==> config.mk <==
export PLATFORM = sky130hd
export DESIGN_NAME = mod_n_counter_flat
export DESIGN_NICKNAME = d
export VERILOG_FILES = /design/src/rtl/counter_pkg.sv /design/src/rtl/mod_n_counter_if.sv /design/src/rtl/mod_counter_next.sv /design/src/rtl/mod_n_counter.sv /design/src/flat_wrapper.sv
export SDC_FILE = /design/constraint.sdc
export NUM_CORES = 1
export LEC_CHECK = 0
export ABC_AREA = 1
export CAP_MARGIN = 40
export CORE_MARGIN = 4
export CORE_UTILIZATION = 50
export CTS_CLUSTER_SIZE = 10
export DETAILED_ROUTE_END_ITERATION = 10
export MAX_ROUTING_LAYER = met4
export PLACE_DENSITY = 0.79
export RECOVER_POWER = 50
export SKIP_CTS_REPAIR_TIMING = 1
export SLEW_MARGIN = 0
export SYNTH_ARGS = -nofsm -noshare
export SYNTH_HDL_FRONTEND = slang
export SYNTH_SLANG_ARGS = --single-unit
==> constraint.sdc <==
create_clock -name clock -period 3.1 [get_ports clock]
set_input_delay 0.465 -clock clock [delete_from_list [all_inputs] [get_ports clock]]
set_output_delay 0.465 -clock clock [all_outputs]
set_load 0.1 [all_outputs]
==> src/rtl/counter_pkg.sv <==
// Shared types for the modulo-N counter: counting modes and the bounce direction.
package counter_pkg;

    typedef enum logic [1:0] {
        UP     = 2'b00,
        DOWN   = 2'b01,
        BOUNCE = 2'b10,
        HOLD   = 2'b11
    } cnt_mode_t;

    typedef enum logic {
        DIR_UP   = 1'b0,
        DIR_DOWN = 1'b1
    } dir_t;

endpackage

==> src/rtl/mod_n_counter_if.sv <==
// Control and status bundle of the modulo-N counter; master drives controls, slave is the counter.
interface mod_n_counter_if #(
    parameter int WIDTH = 4
);
    import counter_pkg::*;

    logic             en;
    cnt_mode_t        mode;
    logic             load;
    logic [WIDTH-1:0] load_val;
    logic [WIDTH-1:0] x;
    logic             tc;
    dir_t             dir;
    logic             load_err;

    modport master (
        output en, mode, load, load_val,
        input  x, tc, dir, load_err
    );

    modport slave (
        input  en, mode, load, load_val,
        output x, tc, dir, load_err
    );

endinterface

==> src/rtl/mod_counter_next.sv <==
// Combinational next-state for the counter: next count, next direction and wrap/reversal flag.
module mod_counter_next
    import counter_pkg::*;
#(
    parameter int WIDTH  = 4,
    parameter int MODULO = 11
) (
    input  logic [WIDTH-1:0] x,
    input  dir_t             dir,
    input  cnt_mode_t        mode,
    output logic [WIDTH-1:0] next_x,
    output dir_t             next_dir,
    output logic             wrap
);

    // Top value held one bit wider so MODULO == 2**WIDTH still fits.
    localparam logic [WIDTH:0]   MAX_X   = (WIDTH+1)'(MODULO - 1);
    localparam logic [WIDTH-1:0] TOP_X   = MAX_X[WIDTH-1:0];
    localparam logic [WIDTH-1:0] TURN_DN = (MODULO >= 2) ? WIDTH'(MODULO - 2) : '0;
    localparam logic [WIDTH-1:0] TURN_UP = (MODULO >= 2) ? WIDTH'(1) : '0;

    logic [WIDTH:0]   x_ext;
    logic [WIDTH-1:0] inc_x;
    logic [WIDTH-1:0] dec_x;
    logic             at_top;
    logic             above_top;
    logic             at_zero;

    assign x_ext     = {1'b0, x};
    assign inc_x     = x + WIDTH'(1);
    assign dec_x     = x - WIDTH'(1);
    assign at_top    = (x_ext == MAX_X);
    assign above_top = (x_ext > MAX_X);
    assign at_zero   = (x == '0);

    always_comb begin
        next_x   = x;
        next_dir = dir;
        wrap     = 1'b0;
        case (mode)
            UP: begin
                next_dir = DIR_UP;
                if (at_top || above_top) begin
                    next_x = '0;
                    wrap   = at_top;
                end else begin
                    next_x = inc_x;
                end
            end
            DOWN: begin
                next_dir = DIR_DOWN;
                if (at_zero) begin
                    next_x = TOP_X;
                    wrap   = 1'b1;
                end else if (above_top) begin
                    next_x = TOP_X;
                end else begin
                    next_x = dec_x;
                end
            end
            BOUNCE: begin
                if (dir == DIR_UP) begin
                    if (above_top) begin
                        next_x = '0;
                    end else if (at_top) begin
                        // Reflect off the top: the top value is shown once, not twice.
                        next_dir = DIR_DOWN;
                        next_x   = TURN_DN;
                        wrap     = 1'b1;
                    end else begin
                        next_x = inc_x;
                    end
                end else begin
                    if (at_zero) begin
                        next_dir = DIR_UP;
                        next_x   = TURN_UP;
                        wrap     = 1'b1;
                    end else if (above_top) begin
                        next_x = TOP_X;
                    end else begin
                        next_x = dec_x;
                    end
                end
            end
            default: begin
                next_x   = x;
                next_dir = dir;
                wrap     = 1'b0;
            end
        endcase
    end

endmodule

==> src/rtl/mod_n_counter.sv <==
// Modulo-N up/down/bounce counter with synchronous clamped load and registered tc/dir/load_err.
module mod_n_counter
    import counter_pkg::*;
#(
    parameter int WIDTH     = 4,
    parameter int MODULO    = 11,
    parameter int RESET_VAL = 0
) (
    input  logic           clock,
    input  logic           reset,
    mod_n_counter_if.slave bus
);

    generate
        if (MODULO < 1 || MODULO > 2**WIDTH) begin : g_bad_modulo
            $error("mod_n_counter: MODULO must satisfy 1 <= MODULO <= 2**WIDTH");
        end
        if (RESET_VAL < 0 || RESET_VAL >= MODULO) begin : g_bad_reset_val
            $error("mod_n_counter: RESET_VAL must be below MODULO");
        end
    endgenerate

    localparam logic [WIDTH:0]   MOD_EXT = (WIDTH+1)'(MODULO);
    localparam logic [WIDTH:0]   MAX_EXT = (WIDTH+1)'(MODULO - 1);
    localparam logic [WIDTH-1:0] TOP_X   = MAX_EXT[WIDTH-1:0];
    localparam logic [WIDTH-1:0] RST_X   = WIDTH'(RESET_VAL);

    logic [WIDTH-1:0] x_q, x_d;
    dir_t             dir_q, dir_d;
    logic             tc_q, tc_d;
    logic             load_err_q, load_err_d;

    logic [WIDTH-1:0] step_x;
    dir_t             step_dir;
    logic             step_wrap;
    logic             clamp;

    mod_counter_next #(
        .WIDTH  (WIDTH),
        .MODULO (MODULO)
    ) u_next (
        .x        (x_q),
        .dir      (dir_q),
        .mode     (bus.mode),
        .next_x   (step_x),
        .next_dir (step_dir),
        .wrap     (step_wrap)
    );

    assign clamp = ({1'b0, bus.load_val} >= MOD_EXT);

    // Load wins over counting regardless of en; tc and load_err default low every cycle.
    always_comb begin
        x_d        = x_q;
        dir_d      = dir_q;
        tc_d       = 1'b0;
        load_err_d = 1'b0;
        if (bus.load) begin
            x_d        = clamp ? TOP_X : bus.load_val;
            load_err_d = clamp;
        end else if (bus.en && bus.mode != HOLD) begin
            x_d   = step_x;
            dir_d = step_dir;
            tc_d  = step_wrap;
        end
    end

    always_ff @(posedge clock or posedge reset) begin
        if (reset) begin
            x_q        <= RST_X;
            dir_q      <= DIR_UP;
            tc_q       <= 1'b0;
            load_err_q <= 1'b0;
        end else begin
            x_q        <= x_d;
            dir_q      <= dir_d;
            tc_q       <= tc_d;
            load_err_q <= load_err_d;
        end
    end

    assign bus.x        = x_q;
    assign bus.dir      = dir_q;
    assign bus.tc       = tc_q;
    assign bus.load_err = load_err_q;

endmodule

==> src/flat_wrapper.sv <==
// flat-port wrapper written by rule: the top's interface ports become plain ports
module mod_n_counter_flat import counter_pkg::*;
#(
    parameter int WIDTH     = 4,
    parameter int MODULO    = 11,
    parameter int RESET_VAL = 0
)
  (clock, reset, bus_en, bus_mode, bus_load, bus_load_val, bus_x, bus_tc, bus_dir, bus_load_err);
  mod_n_counter_if #(.WIDTH(WIDTH)) bus_i ();
  input  logic clock;
  input  logic reset;
  input wire logic [$bits(bus_i.en)-1:0] bus_en;
  input wire logic [$bits(bus_i.mode)-1:0] bus_mode;
  input wire logic [$bits(bus_i.load)-1:0] bus_load;
  input wire logic [$bits(bus_i.load_val)-1:0] bus_load_val;
  output wire logic [$bits(bus_i.x)-1:0] bus_x;
  output wire logic [$bits(bus_i.tc)-1:0] bus_tc;
  output wire logic [$bits(bus_i.dir)-1:0] bus_dir;
  output wire logic [$bits(bus_i.load_err)-1:0] bus_load_err;
  assign bus_i.en = bus_en;
  assign bus_i.mode = bus_mode;
  assign bus_i.load = bus_load;
  assign bus_i.load_val = bus_load_val;
  assign bus_x = bus_i.x;
  assign bus_tc = bus_i.tc;
  assign bus_dir = bus_i.dir;
  assign bus_load_err = bus_i.load_err;
  mod_n_counter #(.WIDTH(WIDTH), .MODULO(MODULO), .RESET_VAL(RESET_VAL)) u_core (.clock(clock), .reset(reset), .bus(bus_i));
endmodule
==> impl_metrics.env <==
export IMPL_fp_dieH_um=47.36
export IMPL_io_pins=17
export IMPL_syn_area_sq_um=774.5
export IMPL_p_per_area_nw_per_um2=485.1
export IMPL_clk_pin_slew_ns=0.05
export IMPL_setup_slack_ns=0.9644
export IMPL_place_congestion=0.8430
export IMPL_timing_fmax_mhz=468.2
export IMPL_holdWs_ns=0.5882
export IMPL_p_leak_nw=0.4968
export IMPL_grt_antenna_before_repair=0
export IMPL_row_count=13
export IMPL_slew_headroom=0.2174
export IMPL_outcome="finished, final reports clean"
export IMPL_worst_pin_slew_ns=1.179
export IMPL_place_ws_ns=0.6996
export IMPL_use_met1=0.2381
export IMPL_cts_buffer_depth=2
export IMPL_synth_nets=134
export IMPL_yosysWarnings=0
export IMPL_dp_hpwl_um=1576
export IMPL_yosysSeqAreaShare=0.2262
export IMPL_first_pass_iters=4
export IMPL_drtIter0Drc=24
export IMPL_max_cap_violations=0
export IMPL_vias=793
export IMPL_tritoncts="built"
export IMPL_die_w_um=47.36
export IMPL_grt_busiest_layer="met2"
export IMPL_worstHoldPathType="input port to asynchronous set/reset pin"
export IMPL_critPathLaunchType="input port"
export IMPL_slew_violations=0
export IMPL_grt_pass1_vias=734
export IMPL_area_growth_pct=22.62
export IMPL_nets=154
export IMPL_vias_per_cell=5.287
export IMPL_num_fill_cells=124
export IMPL_slowest_stage="clkdlybuf4s50_1"
export IMPL_numCtsBuffers=3
export IMPL_tns_ns=0
export IMPL_grt_overflow=0
export IMPL_antenna_left=0
export IMPL_die_area_sq_um=2243
export IMPL_reg2reg_depth=12
export IMPL_worst_ep_arrival_time_ns=2.27
export IMPL_drc=0
export IMPL_synth_seq_cells=7
export IMPL_path_max_fanout=8
export IMPL_dp_cells=146
export IMPL_synth_edf_count=0
export IMPL_port_buffers=16
export IMPL_clkLatencyLatePin_ns=0.25
export IMPL_grtUsageTotal=0.1981
export IMPL_initial_core_util=0.5602
export IMPL_core_area_sq_um=1383
export IMPL_grt_max_degree=9
export IMPL_final_setup_viol_count=0
export IMPL_use_met2=0.3289
export IMPL_cp_required_ns=3.23
export IMPL_fin_cells=150
export IMPL_fin_crit_ns=2.136
export IMPL_end_kind="register"
export IMPL_wirelength_um=1865
export IMPL_syn_avg_cell_area_sq_um=6.677
export IMPL_layout_drive_gt1_share=0.1556
export IMPL_finalCritPeriodShare=0.6889
export IMPL_grt_setup_unrepaired="false"
export IMPL_worst_setup_path_type="input port to register"
export IMPL_synth_distinct_cells=26
export IMPL_synthFlopType="dfrtp_1"
export IMPL_synthArstFlopShare=1.000
export IMPL_root_buffer="clkbuf_4"
export IMPL_cts_sinks=7
export IMPL_htree_levels=1
export IMPL_num_antenna_cells=0
export IMPL_wire_per_inst_um=12.43
export IMPL_cpPeakStageDelay_ns=0.54
export IMPL_critical_path_cell_chain="clkdlybuf4s50_1 -> inv_1 -> ha_1 -> or2_1 -> a21oi_2 -> inv_1 -> nor2_1 -> a21oi_2"
export IMPL_grt_pass1_wl_um=3063
export IMPL_syn_inst=116
export IMPL_skew_ns=0.001660
export IMPL_irDropWorstVdd_mv=0.3063
export IMPL_hold_viol_final=0
export IMPL_use_met3=0.06897
state kept, by name, summed over array words and instances (netlist names):
register and count:
u_core.bus.dir 1, u_core.bus.load_err 1, u_core.bus.tc 1, u_core.bus.x 4
worst paths after layout:
kind	start	to	slack [ns]
min in group clock	u_core.bus.x[0]	u_core.bus.x[0]	0.63
max in group asynchronous	reset	u_core.bus.x[1]	2.30
min	reset	u_core.bus.dir	0.59
max	bus_mode[0]	u_core.bus.x[0]	0.96
max reg2reg	u_core.bus.x[0]	u_core.bus.x[0]	1.37
min reg2reg	u_core.bus.x[0]	u_core.bus.x[0]	0.63
where the power goes:
part	switching [mW]	leakage [nW]	internal, mW
logic	0.182	0.394	0.0744
clock network	0.0319	0.0150	0.0490
registers	0.0203	0.0876	0.103
cell families (layout without fill, tap and decap cells):
family                   after synthesis  after routing  share of synthesized area
AND/OR/NAND/NOR                       57             57                     0.3360
buffers and inverters                 20             39                    0.09854
flip-flops                             7              7                     0.2262
AO/OA/AOI/OAI                         21             21                     0.1761
adder cells (fa/ha/maj)                8              8                     0.1292
XOR/XNOR                               3              3                    0.03393
synth_stat cells (2+ instances only):
cell type,count,area [sq um]
nand2_1,25,93.84
inv_1,17,63.81
nor2_1,12,45.04
nand3_1,10,50.05
ha_1,8,100.1
dfrtp_1,7,175.2
a21oi_2,4,35.03
o21ai_1,4,20.02
a21oi_1,3,15.01
a31oi_1,3,18.77
xor2_1,3,26.28
inv_2,2,7.510
nand2_2,2,12.51
nor2_2,2,12.51
o21ai_0,2,10.01
or2_1,2,12.51
stage by stage:
stage,util,power (mW),instance area (sq um)
6_report,0.6869,0.4606,949.7
5_1_grt,0.6869,0.4935,949.7
2_1_floorplan,-,0.3185,774.5
3_5_place_dp,0.6733,0.3806,930.9
4_1_cts,0.6923,0.4629,957.2
3_3_place_gp,0.6733,0.3762,930.9
cell type report:
type                    instances  area (sq um)  share of cell area
well taps                      15         18.77             0.01976
flip-flops and latches          7         175.2              0.1845
repair buffers                 16         135.1              0.1423
clock buffers                   4         26.28             0.02767
multi-input cells              89         523.0              0.5507
inverters                      19         71.32             0.07510
per-layer routing:
metal,vias up,share of wire,wire [um]
met5,-,0,0
li1,410,-,-
met2,21,0.49,907
met4,0,0.0075,14
met3,2,0.050,94
met1,360,0.45,848
cells in the final DEF, fill, tap and decap left out, drive strengths merged:
| cell | instances |
|---|---|
| clkbuf | 6 |
| a22oi | 1 |
| o21ai | 7 |
| buf | 5 |
| o22ai | 1 |
| o21a | 1 |
| nand2 | 28 |
| nor2 | 15 |
| dlygate4sd3 | 2 |
| xor2 | 3 |
| nor4 | 1 |
| or2 | 2 |
| a31oi | 3 |
| nand3 | 10 |
| o211ai | 1 |
| a21oi | 7 |
| ha | 8 |
| inv | 19 |
| nor3 | 1 |
| clkdlybuf4s50 | 7 |
| dfrtp | 7 |
worst max-delay path: cells and delay by family:
kind | cells | cell delay, ns
compound gates | 2 | 0.26
fa+ha+maj | 1 | 0.40
buf+inv | 3 | 0.72
simple gates | 2 | 0.42
No activity file was read; power rests on OpenSTA's default activity.
